## config.mk

```make
export PLATFORM = sky130hd
export DESIGN_NAME = bluetooth_frame_tx
export DESIGN_NICKNAME = d
export VERILOG_FILES = /design/src/rtl/bluetooth_frame_tx.sv
export SDC_FILE = /design/constraint.sdc
export NUM_CORES = 1
export LEC_CHECK = 0
export CORE_ASPECT_RATIO = 1.1
export CORE_UTILIZATION = 40
export DETAILED_ROUTE_END_ITERATION = 8
export DONT_BUFFER_PORTS = 1
export GPL_TIMING_DRIVEN = 0
export HOLD_SLACK_MARGIN = 0.03
export PLACE_DENSITY = 0.61
export SLEW_MARGIN = 20
export SYNTH_ARGS = -nofsm -noshare
export SYNTH_HDL_FRONTEND = slang
export SYNTH_SLANG_ARGS = --single-unit
```

## constraint.sdc

```tcl
create_clock -name clk -period 4.39 [get_ports clk]
set_input_delay 0.878 -clock clk [delete_from_list [all_inputs] [get_ports clk]]
set_output_delay 0.878 -clock clk [all_outputs]
set_load 0.005 [all_outputs]
```

## src/rtl/bluetooth_frame_tx.sv

```systemverilog
// Frame packetiser for the Bluetooth UART byte transmitter: header, length,
// payload bytes (word 0 first, MSB first) and an additive checksum, with a watchdog.
module bluetooth_frame_tx #(
    parameter int         N_BITS       = 8,
    parameter int         N_WORDS      = 4,
    parameter int         WORD_BITS    = 16,
    parameter logic [7:0] HEADER       = 8'hA5,
    parameter int         TIMEOUT_CLKS = 1024
) (
    input  logic                         clk,
    input  logic                         rst,
    input  logic                         in_frame_valid,
    input  logic [N_WORDS*WORD_BITS-1:0] in_frame_data,
    output logic                         out_frame_ready,
    output logic                         out_tx_start,
    output logic [N_BITS-1:0]            out_tx_cmd,
    input  logic                         in_tx_active,
    input  logic                         in_tx_done,
    output logic                         out_busy,
    output logic                         out_frame_done,
    output logic                         out_error
);

    localparam int FRAME_BITS     = N_WORDS * WORD_BITS;
    localparam int N_PAYLOAD      = FRAME_BITS / 8;
    localparam int BYTES_PER_WORD = WORD_BITS / 8;
    localparam int N_BYTES        = N_PAYLOAD + 3;
    localparam int IDX_W          = $clog2(N_BYTES);
    localparam int WD_W           = $clog2(TIMEOUT_CLKS + 1);

    localparam logic [7:0]       LEN_BYTE = 8'(N_PAYLOAD);
    localparam logic [IDX_W-1:0] LAST_IDX = IDX_W'(N_BYTES - 1);
    localparam logic [WD_W-1:0]  WD_LIMIT = WD_W'(TIMEOUT_CLKS - 1);

    typedef enum logic [1:0] {
        IDLE,
        LOAD,
        WAIT_DONE,
        GAP
    } state_t;

    state_t                  state_q, state_d;
    logic [FRAME_BITS-1:0]   frame_q, frame_d;
    logic [IDX_W-1:0]        idx_q, idx_d;
    logic [7:0]              csum_q, csum_d;
    logic [WD_W-1:0]         wd_q, wd_d;
    logic                    tx_start_q, tx_start_d;
    logic [N_BITS-1:0]       tx_cmd_q, tx_cmd_d;
    logic                    frame_done_q, frame_done_d;
    logic                    error_q, error_d;

    logic [7:0]              payload_bytes [N_PAYLOAD];
    logic [7:0]              cur_byte;
    logic                    cur_in_csum;
    logic                    ready;

    // Payload byte p lives in word p/BYTES_PER_WORD, most-significant byte first.
    genvar gi;
    generate
        for (gi = 0; gi < N_PAYLOAD; gi++) begin : g_payload
            localparam int WORD_IDX     = gi / BYTES_PER_WORD;
            localparam int BYTE_IN_WORD = gi % BYTES_PER_WORD;
            assign payload_bytes[gi] =
                frame_q[WORD_IDX*WORD_BITS + (BYTES_PER_WORD-1-BYTE_IN_WORD)*8 +: 8];
        end
    endgenerate

    always_comb begin
        cur_byte = 8'h00;
        if (idx_q == '0) begin
            cur_byte = HEADER;
        end else if (idx_q == IDX_W'(1)) begin
            cur_byte = LEN_BYTE;
        end else if (idx_q == LAST_IDX) begin
            cur_byte = csum_q;
        end else begin
            for (int k = 0; k < N_PAYLOAD; k++) begin
                if (idx_q == IDX_W'(k + 2)) begin
                    cur_byte = payload_bytes[k];
                end
            end
        end
    end

    assign cur_in_csum = (idx_q != '0) && (idx_q != LAST_IDX);

    // The transmitter has no reset, so a byte still in flight blocks acceptance.
    assign ready = (state_q == IDLE) && !in_tx_active && !in_tx_done;

    always_comb begin
        state_d      = state_q;
        frame_d      = frame_q;
        idx_d        = idx_q;
        csum_d       = csum_q;
        wd_d         = wd_q;
        tx_start_d   = 1'b0;
        tx_cmd_d     = tx_cmd_q;
        frame_done_d = 1'b0;
        error_d      = 1'b0;
        case (state_q)
            IDLE: begin
                if (in_frame_valid && ready) begin
                    frame_d = in_frame_data;
                    csum_d  = 8'h00;
                    idx_d   = '0;
                    state_d = LOAD;
                end
            end
            LOAD: begin
                tx_cmd_d   = N_BITS'(cur_byte);
                tx_start_d = 1'b1;
                wd_d       = '0;
                if (cur_in_csum) begin
                    csum_d = csum_q + cur_byte;
                end
                state_d = WAIT_DONE;
            end
            WAIT_DONE: begin
                if (in_tx_done) begin
                    state_d = GAP;
                end else if (wd_q == WD_LIMIT) begin
                    error_d = 1'b1;
                    state_d = IDLE;
                end else begin
                    wd_d = wd_q + 1'b1;
                end
            end
            GAP: begin
                // Done is high for two cycles; advance only once it has fallen.
                if (!in_tx_done) begin
                    if (idx_q == LAST_IDX) begin
                        frame_done_d = 1'b1;
                        state_d      = IDLE;
                    end else begin
                        idx_d   = idx_q + 1'b1;
                        state_d = LOAD;
                    end
                end
            end
            default: state_d = IDLE;
        endcase
    end

    always_ff @(posedge clk) begin
        if (rst) begin
            state_q      <= IDLE;
            frame_q      <= '0;
            idx_q        <= '0;
            csum_q       <= 8'h00;
            wd_q         <= '0;
            tx_start_q   <= 1'b0;
            tx_cmd_q     <= '0;
            frame_done_q <= 1'b0;
            error_q      <= 1'b0;
        end else begin
            state_q      <= state_d;
            frame_q      <= frame_d;
            idx_q        <= idx_d;
            csum_q       <= csum_d;
            wd_q         <= wd_d;
            tx_start_q   <= tx_start_d;
            tx_cmd_q     <= tx_cmd_d;
            frame_done_q <= frame_done_d;
            error_q      <= error_d;
        end
    end

    assign out_frame_ready = ready;
    assign out_tx_start    = tx_start_q;
    assign out_tx_cmd      = tx_cmd_q;
    assign out_busy        = (state_q != IDLE);
    assign out_frame_done  = frame_done_q;
    assign out_error       = error_q;

endmodule

```

### Word-level counts from Yosys, hierarchy flattened

Cells that the tools add are included.

| storage, ports and cells | value |
|---|---|
| bits in registers | 100 |
| word-level logic and storage cells | 86 |
| output and inout port bits | 13 |

| operators by class | value |
|---|---|
| bitwise operators | 2 |
| reductions and logical operators | 20 |
| muxes and demuxes | 30 |
| equal/unequal tests | 22 |
| add/subtract/negate cells | 3 |

Operators with widths:

| cell | number |
|---|---|
| 2-to-1 mux 8 bit | 13 |
| 2-to-1 mux 11 bit | 2 |
| case mux 11 bit (2 select lines) | 1 |
| equality test 4 x 3 -> 1 bit (second input constant) | 4 |
| case mux 8 bit (2 select lines) | 1 |
| equality test 4 bit (second input constant) | 3 |
| 2-to-1 mux 4 bit | 3 |
| adder 11 x 1 -> 11 bit (second input constant) | 1 |
| equality test 11 x 10 -> 1 bit (second input constant) | 1 |
| inequality test 2 bit (second input constant) | 5 |
| AND reduction 3 bit | 3 |
| adder 8 bit | 1 |
| equality test 4 x 2 -> 1 bit (second input constant) | 2 |
| 2-to-1 mux 2 bit | 4 |
| case mux 2 bit (4 select lines) | 1 |
| case mux 4 bit (2 select lines) | 1 |
| nonzero test 2 bit | 4 |
| OR reduction 3 bit | 2 |
| adder 4 x 1 -> 4 bit (second input constant) | 1 |
| equality test 2 bit (second input constant) | 2 |
| equality test 4 x 1 -> 1 bit (second input constant) | 1 |
| logical AND 1 bit | 4 |
| logical NOT 4 bit | 1 |
| 2-to-1 mux 1 bit | 4 |
| 10 further kinds | 12 |

### Logic depth before layout (Yosys ltp)

Gate-level depths: netlist of run 1.

| logic depth | value |
|---|---|
| depth after elaboration | 15 |
| mapped depth | 18 |
| depth with buffers taken out | 16 |

### Least setup slack after synthesis of run 1

No wires, ideal clock.

| timing | value |
|---|---|
| path kind | register to register |
| start point | reg idx_q[0] |
| end point | reg csum_q[6] |
| path buffers | 3 |
| library setup time | 0.122 ns |
| arrival | 3.014 ns |
| period minus slack after synthesis | 3.136 ns |
| path slack | 1.254 ns |
| cell stages (with the launch flop) | 18 |
| cells stage by stage | dfxtp_1 inv_1 ha_1 buf_2 buf_2 buf_2 nor2_1 o22ai_1 a21oi_1 nor2_1 ha_1 fa_1 a21o_1 a21oi_1 o21bai_1 a21oi_1 nor4_1 a221o_1 |

| between the ends | value |
|---|---|
| cells in the longest elaborated chain, start to end | 15 |

Ends and longest elaborated chain:

| element | RTL line | RTL |
|---|---|---|
| from (decl) | 44 | `logic [IDX_W-1:0] idx_q, idx_d;` |
| from (signal assigned) | 158 | `idx_q <= idx_d;` |
| equality test 4 x 2 -> 1 bit | 78 | `if (idx_q == IDX_W'(k + 2)) begin` |
| 2-to-1 mux 8 bit (8 in series) | 78 |  |
| 2-to-1 mux 8 bit | 74 | `end else if (idx_q == LAST_IDX) begin` |
| 2-to-1 mux 8 bit | 72 | `end else if (idx_q == IDX_W'(1)) begin` |
| 2-to-1 mux 8 bit * | 70 | `if (idx_q == '0) begin` |
| via cur_byte[0] | 53 | `logic [7:0] cur_byte;` |
| adder 8 bit * | 114 | `csum_d = csum_q + cur_byte;` |
| 2-to-1 mux 8 bit * | 113 | `if (cur_in_csum) begin` |
| case mux 8 bit (2 select lines) * | 100 | `case (state_q)` |
| to (signal assigned) | 159 | `csum_q <= csum_d;` |
| to (decl) | 45 | `logic [7:0] csum_q, csum_d;` |

The timed path passes the listed nets; every way through them passes the cells marked *. The select of a mux whose other input is x is not followed.
A chain may end at the register's enable or synchronous reset.

### Final worst setup path of run 1

| timing | value |
|---|---|
| start point | reg idx_q[0] |
| end point | reg csum_q[7] |

Same word-level chain as after synthesis.

==> results of run 1 <==
[routing by layer]
layer	global-route usage, %	part of all wire, %	vias to the layer above
li1	-	-	2326
met1	29.9	44	2143
met2	40.1	48	129
met3	5.25	4.7	22
met4	9.88	2.9	0
met5	0	0	-
[flip-flops by register name, summed over array words and instances, names as in the netlist]
register        count
state_q             2
csum_q              8
out_error           1
idx_q               4
frame_q            64
out_tx_start        1
wd_q               11
out_tx_cmd          8
out_frame_done      1
[metrics by stage]
| step | power, mW | std cells |
|---|---|---|
| after global placement | 1.07 | 832 |
| after CTS | 1.81 | 846 |
| after detailed placement | 1.07 | 832 |
| final | 1.80 | 846 |
| after floorplan | 1.04 | 678 |
| after global routing | 1.86 | 846 |
[final timing paths]
kind                      end  slack (ns)  depth (start not counted)
setup reg to reg    csum_q[7]        0.50                         14
setup / recovery    csum_q[7]        0.50                         14
hold / removal    frame_q[19]        0.45                          2
hold reg to reg   frame_q[19]        0.45                          2
[cells in the mapped netlist (2+ instances only)]
cell type and count:
sky130_fd_sc_hd__nor2_1 56, sky130_fd_sc_hd__o21ai_0 16, sky130_fd_sc_hd__dfxtp_1 100, sky130_fd_sc_hd__or2_2 3, sky130_fd_sc_hd__ha_1 12, sky130_fd_sc_hd__o21bai_1 3, sky130_fd_sc_hd__o22a_1 3, sky130_fd_sc_hd__and2_1 2
sky130_fd_sc_hd__nand4_1 4, sky130_fd_sc_hd__a21oi_2 2, sky130_fd_sc_hd__nand2_1 171, sky130_fd_sc_hd__a211oi_1 6, sky130_fd_sc_hd__nand2b_1 8, sky130_fd_sc_hd__nand3b_1 15, sky130_fd_sc_hd__nor3_1 7, sky130_fd_sc_hd__a21o_1 2
sky130_fd_sc_hd__o21a_1 5, sky130_fd_sc_hd__or3b_1 2, sky130_fd_sc_hd__buf_1 4, sky130_fd_sc_hd__buf_4 3, sky130_fd_sc_hd__nand3_1 13, sky130_fd_sc_hd__inv_1 10, sky130_fd_sc_hd__o31ai_1 2, sky130_fd_sc_hd__buf_2 19
sky130_fd_sc_hd__xnor2_1 5, sky130_fd_sc_hd__and3_1 2, sky130_fd_sc_hd__o22ai_1 10, sky130_fd_sc_hd__nor4_1 3, sky130_fd_sc_hd__clkbuf_1 22, sky130_fd_sc_hd__a21boi_0 2, sky130_fd_sc_hd__nor2b_1 9, sky130_fd_sc_hd__nor3b_1 5
sky130_fd_sc_hd__xor2_1 7, sky130_fd_sc_hd__o41ai_1 3, sky130_fd_sc_hd__o311ai_0 2, sky130_fd_sc_hd__a21oi_1 122
[final cells by class]
type	instances	area share, %
sequential	100	36.7
clock inverter	1	0.160
buffer	48	3.94
clock buffer	13	4.77
tap	154	3.53
multi-input combinational	520	50.3
inverter	10	0.687
[kinds of logic (layout without fill, tap and decap cells)]
| logic type | Yosys count | in the layout | synth area share (%) |
|---|---|---|---|
| and+or+nand+nor | 309 | 309 | 28.1 |
| AOI/OAI and AO/OA | 186 | 186 | 21.3 |
| DFF | 100 | 100 | 40.1 |
| buffers and inverters | 58 | 72 | 5.06 |
| adders and majority gates | 13 | 13 | 3.40 |
| xor gates and xnor gates | 12 | 12 | 2.10 |
[cell usage in the layout, fill, tap and decap left out, types with 8 or more instances in the layout]
cell / instances
sky130_fd_sc_hd__o21ai_0: 16
sky130_fd_sc_hd__nor2b_1: 9
sky130_fd_sc_hd__clkbuf_1: 24
sky130_fd_sc_hd__clkbuf_16: 9
sky130_fd_sc_hd__inv_1: 10
sky130_fd_sc_hd__o22ai_1: 10
sky130_fd_sc_hd__nand3_1: 13
sky130_fd_sc_hd__dfxtp_1: 100
sky130_fd_sc_hd__ha_1: 12
sky130_fd_sc_hd__buf_2: 19
sky130_fd_sc_hd__a21oi_1: 122
sky130_fd_sc_hd__nand2b_1: 8
sky130_fd_sc_hd__nand2_1: 171
sky130_fd_sc_hd__nand3b_1: 15
sky130_fd_sc_hd__nor2_1: 56
[power by group]
| part | switching, mW | internal (mW) | leakage [nW] |
|---|---|---|---|
| sequential | 0.0183 | 0.931 | 0.810 |
| clock | 0.339 | 0.411 | 0.132 |
| combinational | 0.0677 | 0.0318 | 0.965 |
[worst reg2reg max path: cells and delay by family (launching register included)]
kind                       cells  cell delay [ns]
xor gates and xnor gates       2             0.27
adders and majority gates      2             0.61
DFF                            1             0.37
and+or+nand+nor                1             0.14
buffers and inverters          2             0.60
AOI/OAI and AO/OA              7             1.81
==> impl_metrics.prom, run 1 <==
# TYPE chip_impl_metric gauge
chip_impl_metric{name="synth.distinct_cells",unit=""} 54
chip_impl_info{name="delay_heaviest_family_cp",value="compound AO/OA/AOI/OAI gates"} 1
chip_impl_metric{name="design.portCount",unit=""} 82
chip_impl_metric{name="warnings_from_yosys",unit=""} 0
chip_impl_metric{name="critPathMaxFanout",unit=""} 10
chip_impl_metric{name="fin_worst_hold_slack",unit="ns"} 0.453
chip_impl_metric{name="die-height",unit="microns"} 119
chip_impl_metric{name="drcViolationCount",unit=""} 0
chip_impl_metric{name="grt_first_pass_wirelength",unit="mm"} 23.3
chip_impl_info{name="timing.critical_path.cells",value="inv_1 > ha_1 > clkbuf_1 > nand3b_1 > a21oi_1 > o21ai_0 > a211oi_1 > ha_1 > a21oi_1 > o31ai_1 > o22ai_1 > xnor2_1 > xnor2_1 > o31ai_1"} 1
chip_impl_metric{name="gp_routability_congestion",unit=""} 0.960
chip_impl_metric{name="drv.max_cap_violation_count",unit=""} 0
chip_impl_metric{name="timing.final.setup_violations",unit=""} 0
chip_impl_metric{name="die_area",unit="sq um"} 12900
chip_impl_info{name="reg2reg_from",value="idx_q[0]"} 1
chip_impl_metric{name="cts_resized",unit=""} 0
chip_impl_info{name="run_status",value="complete, no violations"} 1
chip_impl_metric{name="number_of_buffers_created_by_cts",unit=""} 9
chip_impl_metric{name="max_slew.worst_pin.slew",unit="ns"} 0.722
chip_impl_metric{name="globalRoute.totalOverflow",unit=""} 0
chip_impl_info{name="setup.worst_path.start",value="idx_q[0]"} 1
chip_impl_info{name="yosys-top-cells-area",value="sky130_fd_sc_hd__dfxtp_1 40%, sky130_fd_sc_hd__nand2_1 13%, sky130_fd_sc_hd__a21oi_1 12%"} 1
chip_impl_metric{name="synth_largest_type_area_fraction",unit="%"} 40.1
chip_impl_metric{name="fin_crit",unit="ns"} 3.89
chip_impl_metric{name="n_antenna_cell",unit=""} 0
chip_impl_metric{name="cp_data_required_time",unit="ns"} 4.65
chip_impl_metric{name="first_drt_pass_iteration_count",unit=""} 4
chip_impl_metric{name="crit_path_max_incr_delay",unit="ns"} 0.59
chip_impl_metric{name="ys_seq_elements",unit=""} 100
chip_impl_metric{name="fin_util",unit="%"} 45.2
chip_impl_metric{name="yosysSeqAreaShare",unit="%"} 40.1
chip_impl_info{name="critical_path.startpoint_type",value="flip-flop"} 1
chip_impl_metric{name="vias_per_cell",unit=""} 5.46
chip_impl_metric{name="hpwl_after_dpl",unit="mm"} 11.3
chip_impl_metric{name="synth-edff-count",unit=""} 0
chip_impl_info{name="grt_setup_unrepaired",value="no"} 1
chip_impl_metric{name="chipWidth",unit="microns"} 109
chip_impl_metric{name="finalSetupTns",unit="ns"} 0
chip_impl_metric{name="slew_headroom",unit="%"} 51.9
chip_impl_metric{name="port_buffers",unit=""} 0
chip_impl_metric{name="setup_skew_after_layout",unit="ns"} 0.00767
chip_impl_metric{name="postCtsHoldBufs",unit=""} 0
chip_impl_metric{name="route.antenna.remaining_nets",unit=""} 0
chip_impl_info{name="clk_root_buffer_cell",value="sky130_fd_sc_hd__clkbuf_16"} 1
chip_impl_metric{name="core_area",unit="sq um"} 12100
chip_impl_metric{name="power.leakage",unit="nW"} 1.91
chip_impl_metric{name="layout.filler_cells",unit=""} 1286
chip_impl_metric{name="cts_sinks",unit=""} 100
chip_impl_info{name="timing.critical_path.slowest_stage_cell",value="sky130_fd_sc_hd__a211oi_1"} 1
chip_impl_metric{name="row_count",unit=""} 42
chip_impl_metric{name="drive_above_1_share",unit="%"} 6.36
chip_impl_metric{name="critPathBufInv",unit=""} 2
chip_impl_metric{name="cts.clk_slew.worst_paths",unit="ns"} 0.06
chip_impl_info{name="hold_start",value="frame_q[19]"} 1
chip_impl_metric{name="clock_insertion_delay_worst_skew",unit="ns"} 0.36
chip_impl_metric{name="initial_antenna_violation_count",unit=""} 0
chip_impl_info{name="hold_path.class",value="flip-flop to flip-flop"} 1
chip_impl_metric{name="detailed_place.area",unit="sq um"} 5190
chip_impl_info{name="synth_largest_area_cell",value="sky130_fd_sc_hd__dfxtp_1"} 1
chip_impl_info{name="crit_path_category",value="flip-flop to flip-flop"} 1
chip_impl_metric{name="synth_area",unit="sq um"} 5000
chip_impl_metric{name="clock.fmax",unit="GHz"} 0.257
chip_impl_metric{name="finalCritPeriodShare",unit="%"} 88.6
chip_impl_metric{name="initial_utilization",unit="%"} 41.4
chip_impl_metric{name="detailedPlace.worstSlack",unit="ns"} 0.530
chip_impl_metric{name="initialDrtViolationCount",unit=""} 295
chip_impl_metric{name="avg_wl_per_cell",unit="microns"} 17.7
chip_impl_metric{name="irDropWorstVdd",unit="mV"} 0.267
chip_impl_metric{name="register_area",unit="sq um"} 2000
chip_impl_metric{name="final_hold_viol_count",unit=""} 0
chip_impl_metric{name="area_growth_synth_to_finish",unit="%"} 9.24
chip_impl_metric{name="cts_htree_levels",unit=""} 3
chip_impl_metric{name="max-clock-path-buffers",unit=""} 2
chip_impl_metric{name="pwr_dens",unit="nW/um^2"} 329
chip_impl_metric{name="final_net_count",unit=""} 771
chip_impl_metric{name="timing_max_transition_violations_final",unit=""} 0
chip_impl_metric{name="synthesis.nets",unit=""} 760
chip_impl_info{name="synthFlopType",value="sky130_fd_sc_hd__dfxtp_1"} 1
chip_impl_metric{name="grt_pass1_vias",unit=""} 4421
chip_impl_metric{name="dr_total_vias",unit=""} 4620
chip_impl_info{name="setup.worst_path.end_class",value="flip-flop"} 1
chip_impl_metric{name="final_design_area_no_fill",unit="sq um"} 5460
chip_impl_metric{name="avgSynthCellArea",unit="sq um"} 7.37
chip_impl_info{name="cts_tree",value="done"} 1
chip_impl_metric{name="drt-total-wl",unit="mm"} 15.0
chip_impl_metric{name="cts_setup_buffers",unit=""} 0
chip_impl_metric{name="grtUsageTotal",unit="%"} 24.1
chip_impl_metric{name="multi_input_combinational_cell_area",unit="sq um"} 2740
chip_impl_metric{name="worst_slack",unit="ns"} 0.500
chip_impl_metric{name="grt_max_degree",unit=""} 15
chip_impl_metric{name="worst_path_arrival",unit="ns"} 4.15
chip_impl_metric{name="synthCells",unit=""} 678
chip_impl_metric{name="synth_async_sr_flop_share",unit="%"} 0
(Power assumes the default switching activity.)
==> run 2, diff against run 1 <==
--- a/config.mk
+++ b/config.mk
@@ -6,6 +6,7 @@
 export NUM_CORES = 1
 export LEC_CHECK = 0
 export CORE_ASPECT_RATIO = 1.1
+export CORE_MARGIN = 3
 export CORE_UTILIZATION = 40
 export DETAILED_ROUTE_END_ITERATION = 8
 export DONT_BUFFER_PORTS = 1
==> run 2 against run 1 <==
- largest cell class unchanged
- cell count increased by 0.24%
- clock power increased by 6.3%
- critical endpoint is now csum_q[6]
- clock skew increased by 0.0025 ns
- cell area increased by 0.48%
- critical path type unchanged
==> impl_metrics.prom, run 2 (synthesized netlist as in run 1, its figures left out) <==
# TYPE chip_impl_metric gauge
chip_impl_metric{name="cp_data_required_time",unit="ns"} 4.63
chip_impl_metric{name="core_area",unit="sq um"} 12100
chip_impl_metric{name="clock_insertion_delay_worst_skew",unit="ns"} 0.35
chip_impl_metric{name="n_antenna_cell",unit=""} 0
chip_impl_metric{name="worst-r2r-setup-slack",unit="ns"} 0.41
chip_impl_metric{name="globalRoute.totalOverflow",unit=""} 0
chip_impl_info{name="run_status",value="complete, no violations"} 1
chip_impl_info{name="largest_register",value="frame_q"} 1
chip_impl_metric{name="drt-total-wl",unit="mm"} 15.0
chip_impl_metric{name="critPathMaxFanout",unit=""} 10
chip_impl_metric{name="grt_first_pass_wirelength",unit="mm"} 23.7
chip_impl_metric{name="setup_skew_after_layout",unit="ns"} 0.0102
chip_impl_metric{name="area_growth_synth_to_finish",unit="%"} 9.76
chip_impl_metric{name="grt_pass1_vias",unit=""} 4616
chip_impl_metric{name="cts_resized",unit=""} 0
chip_impl_metric{name="chipWidth",unit="microns"} 113
chip_impl_info{name="hold_path.class",value="flip-flop to flip-flop"} 1
chip_impl_metric{name="route.antenna.remaining_nets",unit=""} 0
chip_impl_metric{name="initialDrtViolationCount",unit=""} 386
chip_impl_metric{name="clock.fmax",unit="GHz"} 0.251
chip_impl_metric{name="cts_htree_levels",unit=""} 3
chip_impl_metric{name="irDropWorstVdd",unit="mV"} 0.214
chip_impl_info{name="setup.worst_path.end_class",value="flip-flop"} 1
chip_impl_metric{name="design.portCount",unit=""} 82
chip_impl_metric{name="cts.clk_slew.worst_paths",unit="ns"} 0.06
chip_impl_info{name="clk_root_buffer_cell",value="sky130_fd_sc_hd__clkbuf_16"} 1
chip_impl_metric{name="cts_sinks",unit=""} 100
chip_impl_info{name="hold_start",value="frame_q[19]"} 1
chip_impl_metric{name="worst_r2r_path_depth",unit=""} 18
chip_impl_info{name="critical_path.startpoint_type",value="flip-flop"} 1
chip_impl_metric{name="initial_utilization",unit="%"} 41.2
chip_impl_metric{name="grt_max_degree",unit=""} 16
chip_impl_info{name="reg2reg_from",value="idx_q[0]"} 1
chip_impl_info{name="largestRegisters",value="frame_q (64), wd_q (11)"} 1
chip_impl_info{name="highest_count_cells_in_the_layout_ignoring_fill_and_taps",value="171 x sky130_fd_sc_hd__nand2_1, 122 x sky130_fd_sc_hd__a21oi_1, 100 x sky130_fd_sc_hd__dfxtp_1"} 1
chip_impl_metric{name="pwr_dens",unit="nW/um^2"} 336
chip_impl_metric{name="number_of_buffers_created_by_cts",unit=""} 9
chip_impl_metric{name="power.leakage",unit="nW"} 1.92
chip_impl_metric{name="timing.hold.worst_path_depth",unit=""} 2
chip_impl_metric{name="max-clock-path-buffers",unit=""} 2
chip_impl_metric{name="placed_cells",unit=""} 832
chip_impl_metric{name="hpwl_after_dpl",unit="mm"} 11.4
chip_impl_metric{name="avg_wl_per_cell",unit="microns"} 17.7
chip_impl_metric{name="die-height",unit="microns"} 123
chip_impl_metric{name="gp_routability_congestion",unit=""} 0.995
chip_impl_metric{name="final_net_count",unit=""} 771
chip_impl_info{name="grt_setup_unrepaired",value="no"} 1
chip_impl_metric{name="max_slew.worst_pin.slew",unit="ns"} 0.697
chip_impl_metric{name="port_buffers",unit=""} 0
chip_impl_metric{name="number_of_flip_flops_under_the_largest_register_name",unit=""} 64
chip_impl_metric{name="drcViolationCount",unit=""} 0
chip_impl_metric{name="drv.max_cap_violation_count",unit=""} 0
chip_impl_metric{name="slew_headroom",unit="%"} 53.5
chip_impl_metric{name="postCtsHoldBufs",unit=""} 0
chip_impl_metric{name="worst_path_arrival",unit="ns"} 4.22
chip_impl_metric{name="timing.final.setup_violations",unit=""} 0
chip_impl_metric{name="finalSetupTns",unit="ns"} 0
chip_impl_metric{name="die_area",unit="sq um"} 13900
chip_impl_metric{name="timing_max_transition_violations_final",unit=""} 0
chip_impl_metric{name="vias_per_cell",unit=""} 5.49
chip_impl_metric{name="first_drt_pass_iteration_count",unit=""} 7
chip_impl_metric{name="layout.filler_cells",unit=""} 1270
chip_impl_metric{name="dr_total_vias",unit=""} 4653
chip_impl_metric{name="row_count",unit=""} 42
chip_impl_info{name="cts_tree",value="done"} 1
chip_impl_info{name="timing.rr.end",value="csum_q[6]"} 1
chip_impl_metric{name="drive_above_1_share",unit="%"} 6.63
chip_impl_metric{name="grtUsageTotal",unit="%"} 22.2
chip_impl_info{name="whs_endpoint",value="frame_q[19]"} 1
chip_impl_metric{name="finalCritPeriodShare",unit="%"} 90.6
chip_impl_metric{name="initial_antenna_violation_count",unit=""} 0
chip_impl_metric{name="final-instance-count-excl-fill",unit=""} 848
chip_impl_info{name="crit_path_category",value="flip-flop to flip-flop"} 1
chip_impl_metric{name="cts_setup_buffers",unit=""} 0
chip_impl_metric{name="final_hold_viol_count",unit=""} 0
chip_impl_info{name="final_common_cell",value="sky130_fd_sc_hd__nand2_1"} 1
chip_impl_metric{name="fin_crit",unit="ns"} 3.98
[run 2: metal layers]
layer	routed length, microns	GRT usage, %
met2	7210	38.0
met5	0	0
met3	662	5.09
met1	6670	27.1
met4	462	8.79
[run 2: stage by stage]
| stage | hold slack [ns] | setup slack, ns | power (mW) | utilization, % | instance area (sq um) |
|---|---|---|---|---|---|
| after detailed placement | 0.448 | 0.482 | 1.07 | 42.8 | 5190 |
| final | 0.454 | 0.413 | 1.85 | 45.2 | 5490 |
| after floorplan | 0.431 | 1.25 | 1.04 | - | 5000 |
| after global routing | 0.470 | 0.163 | 1.92 | 45.2 | 5490 |
| after CTS | 0.457 | 0.456 | 1.87 | 45.2 | 5490 |
| after global placement | 0.445 | 0.580 | 1.07 | 42.8 | 5190 |
[run 2: layout make-up]
type	count	area, sq um	share of cell area [%]
multi-input cells	520	2740	50.0
flip-flops and latches	100	2000	36.5
clock buffers	12	246	4.49
plain buffers	48	215	3.92
well taps	154	193	3.51
clock inverters	4	48.8	0.889
inverters	10	37.5	0.684
[run 2: worst max path at each step]
stage | start | to | cells after the start
floorplan | idx_q[0] | csum_q[6] | 17
global placement | idx_q[0] | csum_q[6] | 18
detailed placement | idx_q[0] | csum_q[6] | 18
CTS | idx_q[0] | csum_q[6] | 18
global route | idx_q[0] | csum_q[6] | 18
finish | idx_q[0] | csum_q[6] | 18
[run 2: where the power goes]
group / internal [mW] / switching [mW] / leakage [nW] / total, mW
sequential: 0.931 / 0.0188 / 0.810 / 0.950
combinational: 0.0318 / 0.0670 / 0.965 / 0.0988
clock: 0.457 / 0.340 / 0.147 / 0.797
total: 1.42 / 0.426 / 1.92 / 1.85
[run 2: critical path, cell delays in order, from the launching register on]
cell                       delay [ns]
sky130_fd_sc_hd__dfxtp_1         0.44
sky130_fd_sc_hd__inv_1           0.09
sky130_fd_sc_hd__ha_1            0.26
sky130_fd_sc_hd__buf_2           0.21
sky130_fd_sc_hd__buf_2           0.23
sky130_fd_sc_hd__nand2_1         0.10
sky130_fd_sc_hd__nor2_1          0.04
sky130_fd_sc_hd__a21oi_1         0.22
sky130_fd_sc_hd__o22ai_1         0.10
sky130_fd_sc_hd__a21oi_1         0.33
sky130_fd_sc_hd__nor2_1          0.13
sky130_fd_sc_hd__ha_1            0.24
sky130_fd_sc_hd__fa_1            0.43
sky130_fd_sc_hd__a21o_1          0.18
sky130_fd_sc_hd__a21oi_1         0.22
sky130_fd_sc_hd__o21bai_1        0.09
sky130_fd_sc_hd__a21oi_1         0.21
sky130_fd_sc_hd__nor4_1          0.07
sky130_fd_sc_hd__a221o_1         0.28
